### src/rtl/proto_core_pkg.sv
// Shared core definitions: ALU opcode encodings, datapath widths and the issue bundle.
package proto_core_pkg;

    localparam int XLEN      = 32;
    localparam int REG_IDX_W = 4;
    localparam int OPC_W     = 4;

    localparam logic [OPC_W-1:0] OP_NOP = 4'b0000;
    localparam logic [OPC_W-1:0] OP_INC = 4'b0010;
    localparam logic [OPC_W-1:0] OP_DEC = 4'b0011;
    localparam logic [OPC_W-1:0] OP_ADD = 4'b0100;
    localparam logic [OPC_W-1:0] OP_SUB = 4'b0101;
    localparam logic [OPC_W-1:0] OP_OR  = 4'b1000;
    localparam logic [OPC_W-1:0] OP_AND = 4'b1001;
    localparam logic [OPC_W-1:0] OP_XOR = 4'b1010;
    localparam logic [OPC_W-1:0] OP_NOT = 4'b1011;

    typedef struct packed {
        logic [OPC_W-1:0]     opcode;
        logic [XLEN-1:0]      a;
        logic [XLEN-1:0]      b;
        logic [REG_IDX_W-1:0] rd;
    } issue_t;

endpackage

### src/rtl/regfile.sv
// Register file: two combinational read ports, one synchronous write port, r0 hardwired to zero.
module regfile
    import proto_core_pkg::*;
#(
    parameter int NREGS = 16,
    parameter int XLEN  = proto_core_pkg::XLEN
) (
    input  logic                 clk,
    input  logic                 rst,
    input  logic                 i_we,
    input  logic [REG_IDX_W-1:0] i_waddr,
    input  logic [XLEN-1:0]      i_wdata,
    input  logic [REG_IDX_W-1:0] i_raddr1,
    input  logic [REG_IDX_W-1:0] i_raddr2,
    output logic [XLEN-1:0]      o_rdata1,
    output logic [XLEN-1:0]      o_rdata2
);

    logic [XLEN-1:0] r_mem [NREGS];

    always_ff @(posedge clk or posedge rst) begin
        if (rst) begin
            for (int i = 0; i < NREGS; i++) begin
                r_mem[i] <= '0;
            end
        end else if (i_we && (i_waddr != '0)) begin
            r_mem[i_waddr] <= i_wdata;
        end
    end

    // Reads see pre-edge contents; r0 is forced to zero regardless of the array.
    always_comb begin
        o_rdata1 = (i_raddr1 == '0) ? '0 : r_mem[i_raddr1];
        o_rdata2 = (i_raddr2 == '0) ? '0 : r_mem[i_raddr2];
    end

endmodule

### src/rtl/operand_fetch.sv
// Operand-fetch/issue stage feeding the ALU: handshake, output register and optional writeback bypass.
// Define OPERAND_FETCH_BYPASS_EN to forward same-cycle writebacks and refresh stalled operands.
module operand_fetch
    import proto_core_pkg::*;
#(
    parameter int NREGS = 16,
    parameter int XLEN  = proto_core_pkg::XLEN
) (
    input  logic                 clk,
    input  logic                 rst,
    input  logic                 flush,
    input  logic                 in_valid,
    output logic                 in_ready,
    input  logic [OPC_W-1:0]     in_opcode,
    input  logic [REG_IDX_W-1:0] in_rd,
    input  logic [REG_IDX_W-1:0] in_rs1,
    input  logic [REG_IDX_W-1:0] in_rs2,
    input  logic [XLEN-1:0]      in_imm,
    input  logic                 in_use_imm,
    output logic                 out_valid,
    input  logic                 out_ready,
    output logic [OPC_W-1:0]     out_opcode,
    output logic [XLEN-1:0]      out_a,
    output logic [XLEN-1:0]      out_b,
    output logic [REG_IDX_W-1:0] out_rd,
    input  logic                 wb_en,
    input  logic [REG_IDX_W-1:0] wb_rd,
    input  logic [XLEN-1:0]      wb_data
);

    logic            w_accept;
    logic            w_wb_live;
    logic [XLEN-1:0] w_rdata1;
    logic [XLEN-1:0] w_rdata2;
    logic [XLEN-1:0] w_a_cap;
    logic [XLEN-1:0] w_b_cap;

    logic            r_vld_p1;
    issue_t          r_iss_p1;

    regfile #(
        .NREGS (NREGS),
        .XLEN  (XLEN)
    ) u_regfile (
        .clk      (clk),
        .rst      (rst),
        .i_we     (wb_en),
        .i_waddr  (wb_rd),
        .i_wdata  (wb_data),
        .i_raddr1 (in_rs1),
        .i_raddr2 (in_rs2),
        .o_rdata1 (w_rdata1),
        .o_rdata2 (w_rdata2)
    );

    assign in_ready  = !r_vld_p1 || out_ready;
    assign w_accept  = in_valid && in_ready;
    assign w_wb_live = wb_en && (wb_rd != '0);

`ifdef OPERAND_FETCH_BYPASS_EN
    logic [REG_IDX_W-1:0] r_rs1_p1;
    logic [REG_IDX_W-1:0] r_rs2_p1;
    logic                 r_use_imm_p1;
    logic                 w_hit_a;
    logic                 w_hit_b;

    always_comb begin
        w_a_cap = w_rdata1;
        w_b_cap = in_use_imm ? in_imm : w_rdata2;
        if (w_wb_live && (wb_rd == in_rs1)) begin
            w_a_cap = wb_data;
        end
        if (w_wb_live && !in_use_imm && (wb_rd == in_rs2)) begin
            w_b_cap = wb_data;
        end
    end

    // Held-source matches for refreshing a stalled bundle.
    assign w_hit_a = w_wb_live && (wb_rd == r_rs1_p1);
    assign w_hit_b = w_wb_live && !r_use_imm_p1 && (wb_rd == r_rs2_p1);

    always_ff @(posedge clk or posedge rst) begin
        if (rst) begin
            r_rs1_p1     <= '0;
            r_rs2_p1     <= '0;
            r_use_imm_p1 <= 1'b0;
        end else if (!flush && w_accept) begin
            r_rs1_p1     <= in_rs1;
            r_rs2_p1     <= in_rs2;
            r_use_imm_p1 <= in_use_imm;
        end
    end
`else
    always_comb begin
        w_a_cap = w_rdata1;
        w_b_cap = in_use_imm ? in_imm : w_rdata2;
    end
`endif

    // Issue register stage: flush beats accept, accept beats drain.
    always_ff @(posedge clk or posedge rst) begin
        if (rst) begin
            r_vld_p1 <= 1'b0;
            r_iss_p1 <= '0;
        end else if (flush) begin
            r_vld_p1 <= 1'b0;
        end else if (w_accept) begin
            r_vld_p1        <= 1'b1;
            r_iss_p1.opcode <= in_opcode;
            r_iss_p1.rd     <= in_rd;
            r_iss_p1.a      <= w_a_cap;
            r_iss_p1.b      <= w_b_cap;
        end else if (out_ready) begin
            r_vld_p1 <= 1'b0;
`ifdef OPERAND_FETCH_BYPASS_EN
        end else if (r_vld_p1) begin
            if (w_hit_a) begin
                r_iss_p1.a <= wb_data;
            end
            if (w_hit_b) begin
                r_iss_p1.b <= wb_data;
            end
`endif
        end
    end

    assign out_valid  = r_vld_p1;
    assign out_opcode = r_iss_p1.opcode;
    assign out_a      = r_iss_p1.a;
    assign out_b      = r_iss_p1.b;
    assign out_rd     = r_iss_p1.rd;

endmodule

### config.mk
export PLATFORM = sky130hd
export DESIGN_NAME = operand_fetch
export DESIGN_NICKNAME = d
export VERILOG_FILES = /design/src/rtl/proto_core_pkg.sv /design/src/rtl/regfile.sv /design/src/rtl/operand_fetch.sv
export SDC_FILE = /design/constraint.sdc
export NUM_CORES = 1
export LEC_CHECK = 0
export BUFFER_PORTS_ARGS = -buffer_cell sky130_fd_sc_hd__buf_2
export CAP_MARGIN = 10
export CORE_MARGIN = 2
export CORE_UTILIZATION = 40
export DETAILED_ROUTE_END_ITERATION = 6
export PLACE_DENSITY = 0.63
export SYNTH_ARGS = -nofsm -noshare
export SYNTH_HDL_FRONTEND = slang
export SYNTH_SLANG_ARGS = --single-unit
### constraint.sdc
create_clock -name clk -period 50.1 [get_ports clk]
set_clock_uncertainty 0.15 [all_clocks]
set_input_delay 10.02 -clock clk [delete_from_list [all_inputs] [get_ports clk]]
set_output_delay 10.02 -clock clk [all_outputs]
set_load 0.05 [all_outputs]
Word level (Yosys, flattened, before mapping)
Cells that the tools add are included.
W data, S select, Z words.
{"block": "op_classes", "div": 0, "add_sub_neg": 0, "eq_ne": 0, "n_mux": 15, "reduce_logical": 10, "mul": 0, "bitwise": 4, "shift": 0, "n_lt_le_gt_ge": 4}
{"op": "$bwmux W512", "count": 1}
{"op": "$bmux W32 S4", "count": 2}
{"op": "$mux W32", "count": 8}
{"op": "$demux W32 S4", "count": 1}
{"op": "$ge A5 B5 Y1 const B", "count": 3}
{"op": "$not A4 Y5", "count": 3}
{"op": "$logic_not A4 Y1", "count": 2}
{"op": "$lt A5 B1 Y1 const B", "count": 1}
{"op": "$reduce_bool A4 Y1", "count": 1}
{"op": "$logic_and A1 B1 Y1", "count": 3}
{"op": "$mux W1", "count": 3}
{"op": "$reduce_bool A3 Y1", "count": 1}
{"op": "$reduce_and A2 Y1", "count": 1}
{"op": "$logic_not A1 Y1", "count": 1}
{"op": "$logic_or A1 B1 Y1", "count": 1}
{"op": "$not A1 Y1", "count": 1}
{"block": "word_totals", "input_bits": 91, "latch_bits": 0, "mem_count": 0, "word_cells": 54, "mem_bits_rw": 0, "regBits": 585, "mem_bits_ro": 0}

Depth between registers and ports, before layout
{"block": "logic_depth", "depth_word": 6, "ltp_mapped": 8}

Hierarchy
A second synthesis with hierarchy kept.
{"block": "unflattened", "hier_cells": 2021, "area_unflattened_um2": 28731.3}
{"mod": "regfile", "n_inst": 1, "area_each_um2": 25233.0, "seq_area_each_um2": 12011.5, "cells_each": 1826}
{"mod": "operand_fetch", "n_inst": 1, "area_each_um2": 3498.4, "seq_area_each_um2": 1826.8, "cells_each": 195}

Worst setup path after synthesis
OpenSTA, ideal clock, no wires.
{"block": "synth_timing", "path_type": "input port to output port", "start": "in out_ready", "end": "out in_ready", "path_slack_ps": 29513, "stages": 2, "n_path_buf": 0, "required_ps": 39930, "arrival_time_ps": 10417, "cell_sequence": "nor2b_4 > inv_1"}
{"block": "synth_via", "elab_chain_len": 1}
{"element": "start, declared", "line_no": "operand_fetch.sv:21", "source": "input logic out_ready,"}
{"element": "$logic_or A1 B1 Y1", "line_no": "operand_fetch.sv:56", "source": "assign in_ready = !r_vld_p1 || out_ready;"}
{"element": "end, declared", "line_no": "operand_fetch.sv:13", "source": "output logic in_ready,"}
Every way passes these cells.

Worst setup path in the final report
Ends and elaborated chain as after synthesis.

==> impl_metrics.tcl <==
set metrics [dict create \
    cts-hold-fix-buffers 0 \
    cp_num_buf_inv 3 \
    cts_buffers 68 \
    postRouteAntennaNets 0 \
    clock_latency_ns 0.62 \
    wl_per_cell_um 26.59 \
    cts_setup_buffers 0 \
    yosys_warnings 0 \
    met2_usage_pct 37.98 \
    tightest_slew_ns 1.246 \
    leakagePower_nw 14.74 \
    layout.nets 2403 \
    cp_common_cell "buf_2" \
    drc 0 \
    power.density_nw_per_um2 43.62 \
    layout_min_cycle_time_ns 20.90 \
    met3_usage_pct 4.186 \
    area_growth_pct 12.21 \
    tns_ns 0 \
    num_rows 100 \
    cp_slowest_stage_delay_ns 0.24 \
    cp_max_fo 5 \
    ir_worst_vdd_v 0.00002129 \
    netlist_instances 2292 \
    die_w_um 277.6 \
    crit_required_ns 39.93 \
    num_vias 19910 \
    fin_crit_sh_pct 41.71 \
    hold_violations 0 \
    cts_root_buf "clkbuf_16" \
    synth_seq_area_share_pct 48.90 \
    grt_pass1_vias 21240 \
    synth_area_um2 29930 \
    avgSynthCellArea_um2 13.06 \
    gp_congestion 0.7842 \
    ctsResizeCount 0 \
    grt_usage_pct 23.04 \
    io-pin-count 165 \
    synth-seq-cells 585 \
    final_common_cell "dfrtp_1" \
    syn_nets 2383 \
    worstPathCellList "buf_2 > nor2b_4 > inv_1 > buf_2" \
    core_region_area_um2 74320 \
    cp-end-kind "output port" \
    crit_slowest_cell "buf_2" \
    layout.cells.most_common_list "dfrtp_1, mux2_2, mux2i_1" \
    cp-start-kind "input port" \
    grt_pass1_wl_mm 135.0 \
    clockBufferDepth 3 \
    setup_viol 0 \
    relSlewSlack_pct 16.93 \
    grt_util_met1_pct 30.27 \
    status "complete, no violations" \
    dr.pass1.iters 5 \
    final_util_pct 45.20 \
    min_path_type "reg -> reg" \
    post_drt_via_cell_ratio 5.975 \
    placed_cell_area_um2 31350 \
    antenna_found_initial 8 \
    clk_pin_slew_ns 0.05 \
    ys_types 38 \
    io_buffers 164 \
    totalPowerFinal_mw 1.465 \
    cts_tree "done" \
    crit_family "buffers and inverters" \
    crit_type "in -> out" \
    gr-total-overflow 0 \
    rsz0062_at_grt "no" \
    routed_wl_mm 88.63 \
    drive_above_1_share_pct 37.95 \
    cp.arrival_ns 10.73 \
    die_h_um 277.6 \
    dieArea_um2 77040 \
    slew_viol_final 0 \
    clock_sinks 585 \
    max_freq_mhz 47.85 \
    h-tree-depth 3 \
    grt_max_degree 189 \
    dp_hpwl_mm 49.55 \
    design_area_um2 33590 \
    cap_violations 0 \
    layout.cells.non_filler 3333 \
    start_util_pct 40.28 \
    drt_iter0_drc 1697 \
    dp.cells 3211 \
    gr-max-usage-layer "met2" \
]
where the power goes:
| group | switching [mW] | total, mW | internal, mW |
|---|---|---|---|
| sequential | 0.0778 | 0.654 | 0.576 |
| clock | 0.202 | 0.495 | 0.293 |
| combinational | 0.161 | 0.316 | 0.155 |
| total | 0.441 | 1.47 | 1.02 |
per-stage QoR:
stage | hold WS [ns] | setup slack, ns
2_1_floorplan | 0.2913 | 23.56
3_3_place_gp | 0.2280 | 29.22
4_1_cts | 0.2475 | 29.21
6_report | 0.2457 | 29.20
5_1_grt | 0.2610 | 29.17
3_5_place_dp | 0.2340 | 29.21
routing by layer:
| metal | vias to the layer above | wire [um] |
|---|---|---|
| li1 | 8573 | - |
| met1 | 10490 | 38340 |
| met2 | 632 | 42440 |
| met3 | 205 | 4884 |
| met4 | 10 | 2908 |
| met5 | - | 59 |
kinds of logic after synthesis:
| group | share of synthesized area (%) |
|---|---|
| buffers and inverters | 4.230 |
| AO/OA/AOI/OAI | 6.563 |
| AND/OR/NAND/NOR | 4.485 |
| flip-flops | 48.90 |
| multiplexers | 35.82 |
cell type report:
class / count / area, um^2
Inverter: 42 / 165.2
Timing Repair Buffer: 202 / 1165
Antenna cell: 3 / 7.507
Tap cell: 969 / 1212
Fill cell: 6731 / 40730
Clock inverter: 19 / 186.4
Sequential cell: 585 / 14640
Clock buffer: 100 / 2043
Multi-Input combinational cell: 1413 / 14170
flip-flops by register name, summed over array words and instances, names as in the netlist:
name	cells
out_valid	1
out_rd	4
out_opcode	4
out_a	32
out_b	32
u_regfile.r_mem	512
Yosys cell counts:
cell        n  area (um^2)
mux4_2    128         2883
nand2_1   129        484.2
nor3b_1     1        7.510
and3_1      2        12.51
nor3_1     14        70.07
nor4b_2     1        15.01
buf_2     103        515.5
nor2b_1     3        18.77
o21ai_1    16        80.08
a22oi_1    65        488.0
a21o_1      1        7.510
o21ai_0    58        290.3
nor2b_4     1        13.76
buf_1      13        48.80
clkbuf_1  127        476.7
nand4_1     1        6.260
or3_1       5        31.28
dfrtp_1   585        14640
nand3b_1    2        15.01
and2_1      1        6.260
buf_4       9        67.56
nand2_2     1        6.260
mux2i_1   287         2873
nor2_2      1        6.260
mux2_2    430         4842
and2b_1     1        7.510
inv_1      42        157.7
nand3_1    34        170.2
a211oi_1   12        90.09
nor2_1     45        168.9
o31ai_1    12        90.09
a21oi_1    13        65.06
a221oi_1   38        332.8
o211ai_1   32        240.2
nand4b_1   31        271.5
mux2_1     11        123.9
nand2b_1    5        31.28
a32oi_1    32        280.3
final timing paths:
kind,startpoint,end,slack [ns],cells past startpoint
min reg2reg,u_regfile.r_mem[504],u_regfile.r_mem[504],0.25,0
max in group asynchronous,rst,u_regfile.r_mem[37],37.83,4
max reg2reg,out_valid,out_a[1],47.41,6
min,u_regfile.r_mem[504],u_regfile.r_mem[504],0.25,0
min in group asynchronous,rst,u_regfile.r_mem[444],9.43,2
max,out_ready,in_ready,29.20,4
(Power assumes the default switching activity.)
